===== src/rtl/seg_scan_driver.sv =====
// Multiplexed multi-digit 7-segment driver (common anode, active-low segments and digit enables).
// Hex mode shows the value's nibbles. Decimal mode first runs a sequential shift-add-3
// binary-to-BCD conversion.
// Optional feature macro: LEADING_ZERO_BLANK_EN blanks leading zero digits (digit 0 is never
// blanked).
module seg_scan_driver #(
  parameter int unsigned NUM_DIGITS = 4,
  parameter int unsigned VALUE_W    = 16,
  parameter int unsigned SCAN_DIV   = 50000
) (
  input  logic                  clk,
  input  logic                  rst_n,
  input  logic [VALUE_W-1:0]    value,
  input  logic                  dec_mode,
  input  logic                  load,
  output logic                  busy,
  output logic                  ovf,
  output logic [6:0]            s_segment,
  output logic [NUM_DIGITS-1:0] dig_n
);

  localparam int unsigned StoreW    = 4 * NUM_DIGITS;
  localparam int unsigned BcdDigits = (VALUE_W + 2) / 3 + 1;
  localparam int unsigned BcdW      = 4 * BcdDigits;
  localparam int unsigned HexExtW   = (VALUE_W > StoreW) ? VALUE_W : StoreW;
  localparam int unsigned BcdExtW   = (BcdW > StoreW) ? BcdW : StoreW;
  localparam int unsigned CntW      = $clog2(VALUE_W);
  localparam int unsigned PrescW    = $clog2(SCAN_DIV);
  localparam int unsigned IdxW      = (NUM_DIGITS > 1) ? $clog2(NUM_DIGITS) : 1;

  localparam logic [6:0] SegDash  = 7'b0111111;
  localparam logic [6:0] SegBlank = 7'b1111111;

  typedef enum logic [1:0] {StIdle, StConv, StDone} state_e;

  state_e              state_q, state_d;
  logic [CntW-1:0]     cnt_q, cnt_d;
  logic [BcdW-1:0]     bcd_q, bcd_d, bcd_adj;
  logic [VALUE_W-1:0]  sh_q, sh_d;
  logic [StoreW-1:0]   store_q, store_d;
  logic                ovf_q, ovf_d;
  logic [PrescW-1:0]   presc_q;
  logic [IdxW-1:0]     idx_q;
  logic [6:0]          seg_q, seg_d;
  logic [NUM_DIGITS-1:0] dig_n_q, dig_n_d;
  logic [HexExtW-1:0]  val_ext;
  logic [BcdExtW-1:0]  bcd_ext;
  logic [3:0]          cur_nib;
  logic                cur_blank;
  logic [NUM_DIGITS-1:0] blank;

  function automatic logic [6:0] seg_lut(input logic [3:0] n);
    logic [6:0] s;
    unique case (n)
      4'h0: s = 7'b1000000;
      4'h1: s = 7'b1111001;
      4'h2: s = 7'b0100100;
      4'h3: s = 7'b0110000;
      4'h4: s = 7'b0011001;
      4'h5: s = 7'b0010010;
      4'h6: s = 7'b0000010;
      4'h7: s = 7'b1111000;
      4'h8: s = 7'b0000000;
      4'h9: s = 7'b0010000;
      4'hA: s = 7'b0001000;
      4'hB: s = 7'b0000011;
      4'hC: s = 7'b1000110;
      4'hD: s = 7'b0100001;
      4'hE: s = 7'b0000110;
      default: s = 7'b0001110;
    endcase
    return s;
  endfunction

  assign val_ext = HexExtW'(value);
  assign bcd_ext = BcdExtW'(bcd_q);

  // Add-3 correction of every BCD digit that is 5 or more, ahead of the shift.
  always_comb begin
    bcd_adj = bcd_q;
    for (int i = 0; i < int'(BcdDigits); i++) begin
      if (bcd_q[4*i +: 4] >= 4'd5) begin
        bcd_adj[4*i +: 4] = bcd_q[4*i +: 4] + 4'd3;
      end
    end
  end

  // Conversion FSM next state; loads are accepted only in idle.
  always_comb begin
    state_d = state_q;
    cnt_d   = cnt_q;
    bcd_d   = bcd_q;
    sh_d    = sh_q;
    store_d = store_q;
    ovf_d   = ovf_q;
    unique case (state_q)
      StIdle: begin
        if (load) begin
          if (dec_mode) begin
            state_d = StConv;
            cnt_d   = '0;
            bcd_d   = '0;
            sh_d    = value;
          end else begin
            store_d = val_ext[StoreW-1:0];
            ovf_d   = |(val_ext >> StoreW);
          end
        end
      end
      StConv: begin
        bcd_d = (bcd_adj << 1) | BcdW'(sh_q[VALUE_W-1]);
        sh_d  = sh_q << 1;
        cnt_d = cnt_q + 1'b1;
        if (cnt_q == CntW'(VALUE_W - 1)) begin
          state_d = StDone;
        end
      end
      StDone: begin
        store_d = bcd_ext[StoreW-1:0];
        ovf_d   = |(bcd_ext >> StoreW);
        state_d = StIdle;
      end
      default: state_d = StIdle;
    endcase
  end

  // Conversion state and digit store registers.
  always_ff @(posedge clk or negedge rst_n) begin
    if (!rst_n) begin
      state_q <= StIdle;
      cnt_q   <= '0;
      bcd_q   <= '0;
      sh_q    <= '0;
      store_q <= '0;
      ovf_q   <= 1'b0;
    end else begin
      state_q <= state_d;
      cnt_q   <= cnt_d;
      bcd_q   <= bcd_d;
      sh_q    <= sh_d;
      store_q <= store_d;
      ovf_q   <= ovf_d;
    end
  end

  // Scan prescaler and digit index.
  always_ff @(posedge clk or negedge rst_n) begin
    if (!rst_n) begin
      presc_q <= '0;
      idx_q   <= '0;
    end else if (presc_q == PrescW'(SCAN_DIV - 1)) begin
      presc_q <= '0;
      idx_q   <= (idx_q == IdxW'(NUM_DIGITS - 1)) ? '0 : idx_q + 1'b1;
    end else begin
      presc_q <= presc_q + 1'b1;
    end
  end

  // Leading-zero blanking mask: a digit blanks while it and all higher digits are zero.
  always_comb begin
    blank = '0;
`ifdef LEADING_ZERO_BLANK_EN
    begin
      logic zero_above;
      zero_above = 1'b1;
      for (int i = int'(NUM_DIGITS) - 1; i >= 0; i--) begin
        zero_above = zero_above && (store_q[4*i +: 4] == 4'd0);
        blank[i]   = zero_above && (i != 0);
      end
    end
`endif
  end

  // Select the nibble of the currently strobed digit and decode it.
  always_comb begin
    cur_nib   = 4'd0;
    cur_blank = 1'b0;
    for (int i = 0; i < int'(NUM_DIGITS); i++) begin
      if (IdxW'(i) == idx_q) begin
        cur_nib   = store_q[4*i +: 4];
        cur_blank = blank[i];
      end
    end
    if (ovf_q) begin
      seg_d = SegDash;
    end else if (cur_blank) begin
      seg_d = SegBlank;
    end else begin
      seg_d = seg_lut(cur_nib);
    end
    dig_n_d = ~(NUM_DIGITS'(1) << idx_q);
  end

  // Segments and digit enable registered together so they switch on the same edge.
  always_ff @(posedge clk or negedge rst_n) begin
    if (!rst_n) begin
      seg_q   <= SegBlank;
      dig_n_q <= '1;
    end else begin
      seg_q   <= seg_d;
      dig_n_q <= dig_n_d;
    end
  end

  assign busy      = (state_q == StConv);
  assign ovf       = ovf_q;
  assign s_segment = seg_q;
  assign dig_n     = dig_n_q;

endmodule


===== config.mk =====
export PLATFORM = sky130hd
export DESIGN_NAME = seg_scan_driver
export DESIGN_NICKNAME = d
export VERILOG_FILES = /design/src/rtl/seg_scan_driver.sv
export SDC_FILE = /design/constraint.sdc
export NUM_CORES = 1
export LEC_CHECK = 0
export CORE_ASPECT_RATIO = 0.6
export CORE_MARGIN = 5
export CORE_UTILIZATION = 30
export DETAILED_ROUTE_END_ITERATION = 12
export DONT_BUFFER_PORTS = 1
export PLACE_DENSITY = 0.42
export SKIP_CTS_REPAIR_TIMING = 1
export SYNTH_ARGS = -nofsm -noshare
export SYNTH_HDL_FRONTEND = slang
export SYNTH_SLANG_ARGS = --single-unit

===== constraint.sdc =====
create_clock -name clk -period 7.5 [get_ports clk]
set_input_delay 1.5 -clock clk [delete_from_list [all_inputs] [get_ports clk]]
set_output_delay 1.5 -clock clk [all_outputs]
set_load 0.1 [all_outputs]

==> summary.txt <==
Yosys
  • Synth warn: 0
  • Synth top area share: 43.7%
  • Synth Net Count: 517
  • Post-synth EDFFs: 0
  • Mapped Cells: 468
  • Mean post-synth cell area: 10.4 µm²
  • Synth async-reset ratio: 100%
  • Sequential area share after synthesis: 49.6%
  • Synth area leaders: dfrtp_1, ha_1, dfstp_2
  • Netlist cell types: 54
  • Most used DFF post-synth: dfrtp_1
  • Synth area leader: dfrtp_1
  • Seq cells post-synth: 96
  • Cell Area, Synth: 4870 µm²

Final layout
  • Cell Count, Final, Fillers Out: 677
  • Net count, final: 512
  • Synth-to-layout area growth: 10.9%
  • Share of layout cells above drive strength 1: 9.19%
  • Commonest non-fill, non-tap cell in the layout: dfrtp_1
  • # diodes: 0
  • Most frequent cells in the layout: dfrtp_1, nand2_1, inv_1
  • Filler cells: 1605
  • Post-Layout Inst Area: 5400 µm²
  • Post-route core utilization: 33.6%

Floorplan
  • Die Footprint: 19000 µm²
  • Initial Util: 30.3%
  • Core area: 16100 µm²
  • Site Rows: 36
  • DIE WIDTH: 174 µm
  • Die height: 109 µm
  • I/O pins: 33

STA
  • Slew @ Worst Pin: 1150 ps
  • Max Freq: 307 MHz
  • RSZ-0062 raised after global routing: false
  • Finish-stage setup viols: 0
  • Slew Viols, Final: 0
  • Period Utilization, post-route: 43.4%
  • Final Skew: 9.34 ps
  • Final min period: 3250 ps
  • Fin Hold WS: 484 ps
  • Setup TNS Final: 0 ps
  • Setup slack after layout: 4250 ps
  • Final hold vios: 0
  • Slew margin rel.: 23.6%

Clock network
  • Worst-path clk slew: 70 ps
  • Clock latency at the later pin of the worst-skew pair: 340 ps
  • Maximum clock insertion buffer count: 2
  • CTS sink count: 96
  • CTS tree: yes
  • Clk root buf: clkbuf_16
  • CTS Buf Count: 9
  • H-tree level count: 3

Hold path
  • Worst min path class: flip-flop to flip-flop

Detailed routing
  • Via Count: 3430
  • DRT Pass-1 Iters: 5
  • DRT iter0 DRCs: 286
  • WL/cell: 17.1 µm
  • Final WL: 11600 µm
  • DRC Markers: 0
  • Vias per Instance: 5.07
  • Final ANT Viol Nets: 0

Global route
  • Vias in the first global route: 3415
  • GRT overflow: 0
  • Overall global routing resource usage: 12.9%
  • Initial antenna violation count: 0
  • Largest net degree at the start of global routing: 97
  • First-pass GRT wire length: 19500 µm

Place
  • Area after DPL: 5080 µm²
  • Routability cong.: 0.780
  • # port buffers: 0
  • Post-detail-place hpwl: 7970 µm
  • Place WS: 4590 ps
  • Cells after DPL: 661

Power and ir drop
  • Peak VDD IR: 0.000109 V
  • Final Power: 2.30 mW
  • Cell Pwr Density: 425 nW/µm²
  • Leak pwr: 2.47 nW

Worst setup path
  • Worst endpoint required time: 6000 ps
  • Setup CP Type: flip-flop to output port
  • Worst endpoint data arrival time: 1750 ps
  • Worst Setup End Kind: output port
  • CP Max Fanout: 18
  • Startpoint Class: flip-flop

Outcome
  • Status: complete, no violations

Run
  • Max cap viols: 0
-- metal layers --
layer / part of all wire [%] / GRT usage (%) / vias up / routed length [µm]
met2: 40 / 17.5 / 76 / 4590
met3: 5.4 / 3.64 / 9 / 627
li1: - / - / 1672 / -
met1: 54 / 20.2 / 1673 / 6250
met5: 0 / 0 / - / 0
met4: 0.74 / 2.77 / 0 / 86
-- kinds of logic (layout without fill, tap and decap cells) --
kind of cell / after synthesis / in the layout / synth area share (%)
buffers and inverters: 59 / 59 / 4.83
AO/OA/AOI/OAI: 126 / 126 / 18.7
AND/OR/NAND/NOR: 120 / 120 / 12.2
XOR/XNOR: 28 / 28 / 5.04
flip-flops: 96 / 96 / 49.6
multiplexers: 10 / 10 / 2.08
adder cells (fa/ha/maj): 29 / 29 / 7.46
-- cell usage after synthesis, types with 2 or more instances --
master and n:
dfstp_2 11, o211ai_1 2, a22o_1 9, xor2_1 12, and3_1 6, dfrtp_1 85
nand3_1 6, nor3_1 2, nand2_1 49, inv_1 37, a211o_1 2, nand4_1 3
ha_1 29, o221ai_1 3, nor2b_1 4, nor4b_1 2, a31oi_1 2, nor3b_1 2
a21oi_1 19, and4_1 3, o32ai_1 5, nor2_1 25, o31ai_1 7, a222oi_1 14
o21bai_1 2, o21ai_0 36, buf_2 5, clkbuf_1 14, nand2b_1 11, o22ai_1 8
a32o_1 7, mux2i_1 9, xnor2_1 16
-- report_power, final --
group          internal (mW)  total, mW  switching [mW]
combinational          0.330      0.788           0.458
sequential             0.713       1.01           0.293
clock                  0.293      0.501           0.208
-- worst max-delay path, cell delays in order, from the launching register on --
cell and delay (ps):
dfrtp_1 440, nand2b_1 190, inv_2 290, buf_4 480
-- state kept, by name, summed over array words and instances (netlist names) --
name / cells
presc_q: 16
s_segment: 7
ovf: 1
store_q: 16
idx_q: 2
cnt_q: 4
bcd_ext: 28
dig_n: 4
state_q: 2
sh_q: 16
-- path summary, 6_finish.rpt --
path	from	endpoint	slack, ps	cells after the start
worst min-delay path	presc_q[15]$_DFF_PN0_	presc_q[15]$_DFF_PN0_	480	1
max in group asynchronous	rst_n	s_segment[5]$_DFF_PN1_	6390	0
min in group asynchronous	rst_n	bcd_ext[18]$_DFFE_PN0P_	840	0
worst max-delay path	state_q[1]$_DFFE_PN0P_	busy	4250	3
worst min register to register	presc_q[15]$_DFF_PN0_	presc_q[15]$_DFF_PN0_	480	1
worst max register to register	idx_q[0]$_DFFE_PN0N_	s_segment[3]$_DFF_PN1_	4710	9
-- final cells by class --
type,instances,area [µm²],area share [%]
sequential,96,2420,44.8
multi-input combinational,313,2220,41.1
tap,209,262,4.84
clock buffer,9,225,4.17
inverter,38,143,2.64
clock inverter,7,95.1,1.76
timing repair buffer,5,37.5,0.695
No activity file was read; power rests on OpenSTA's default activity.
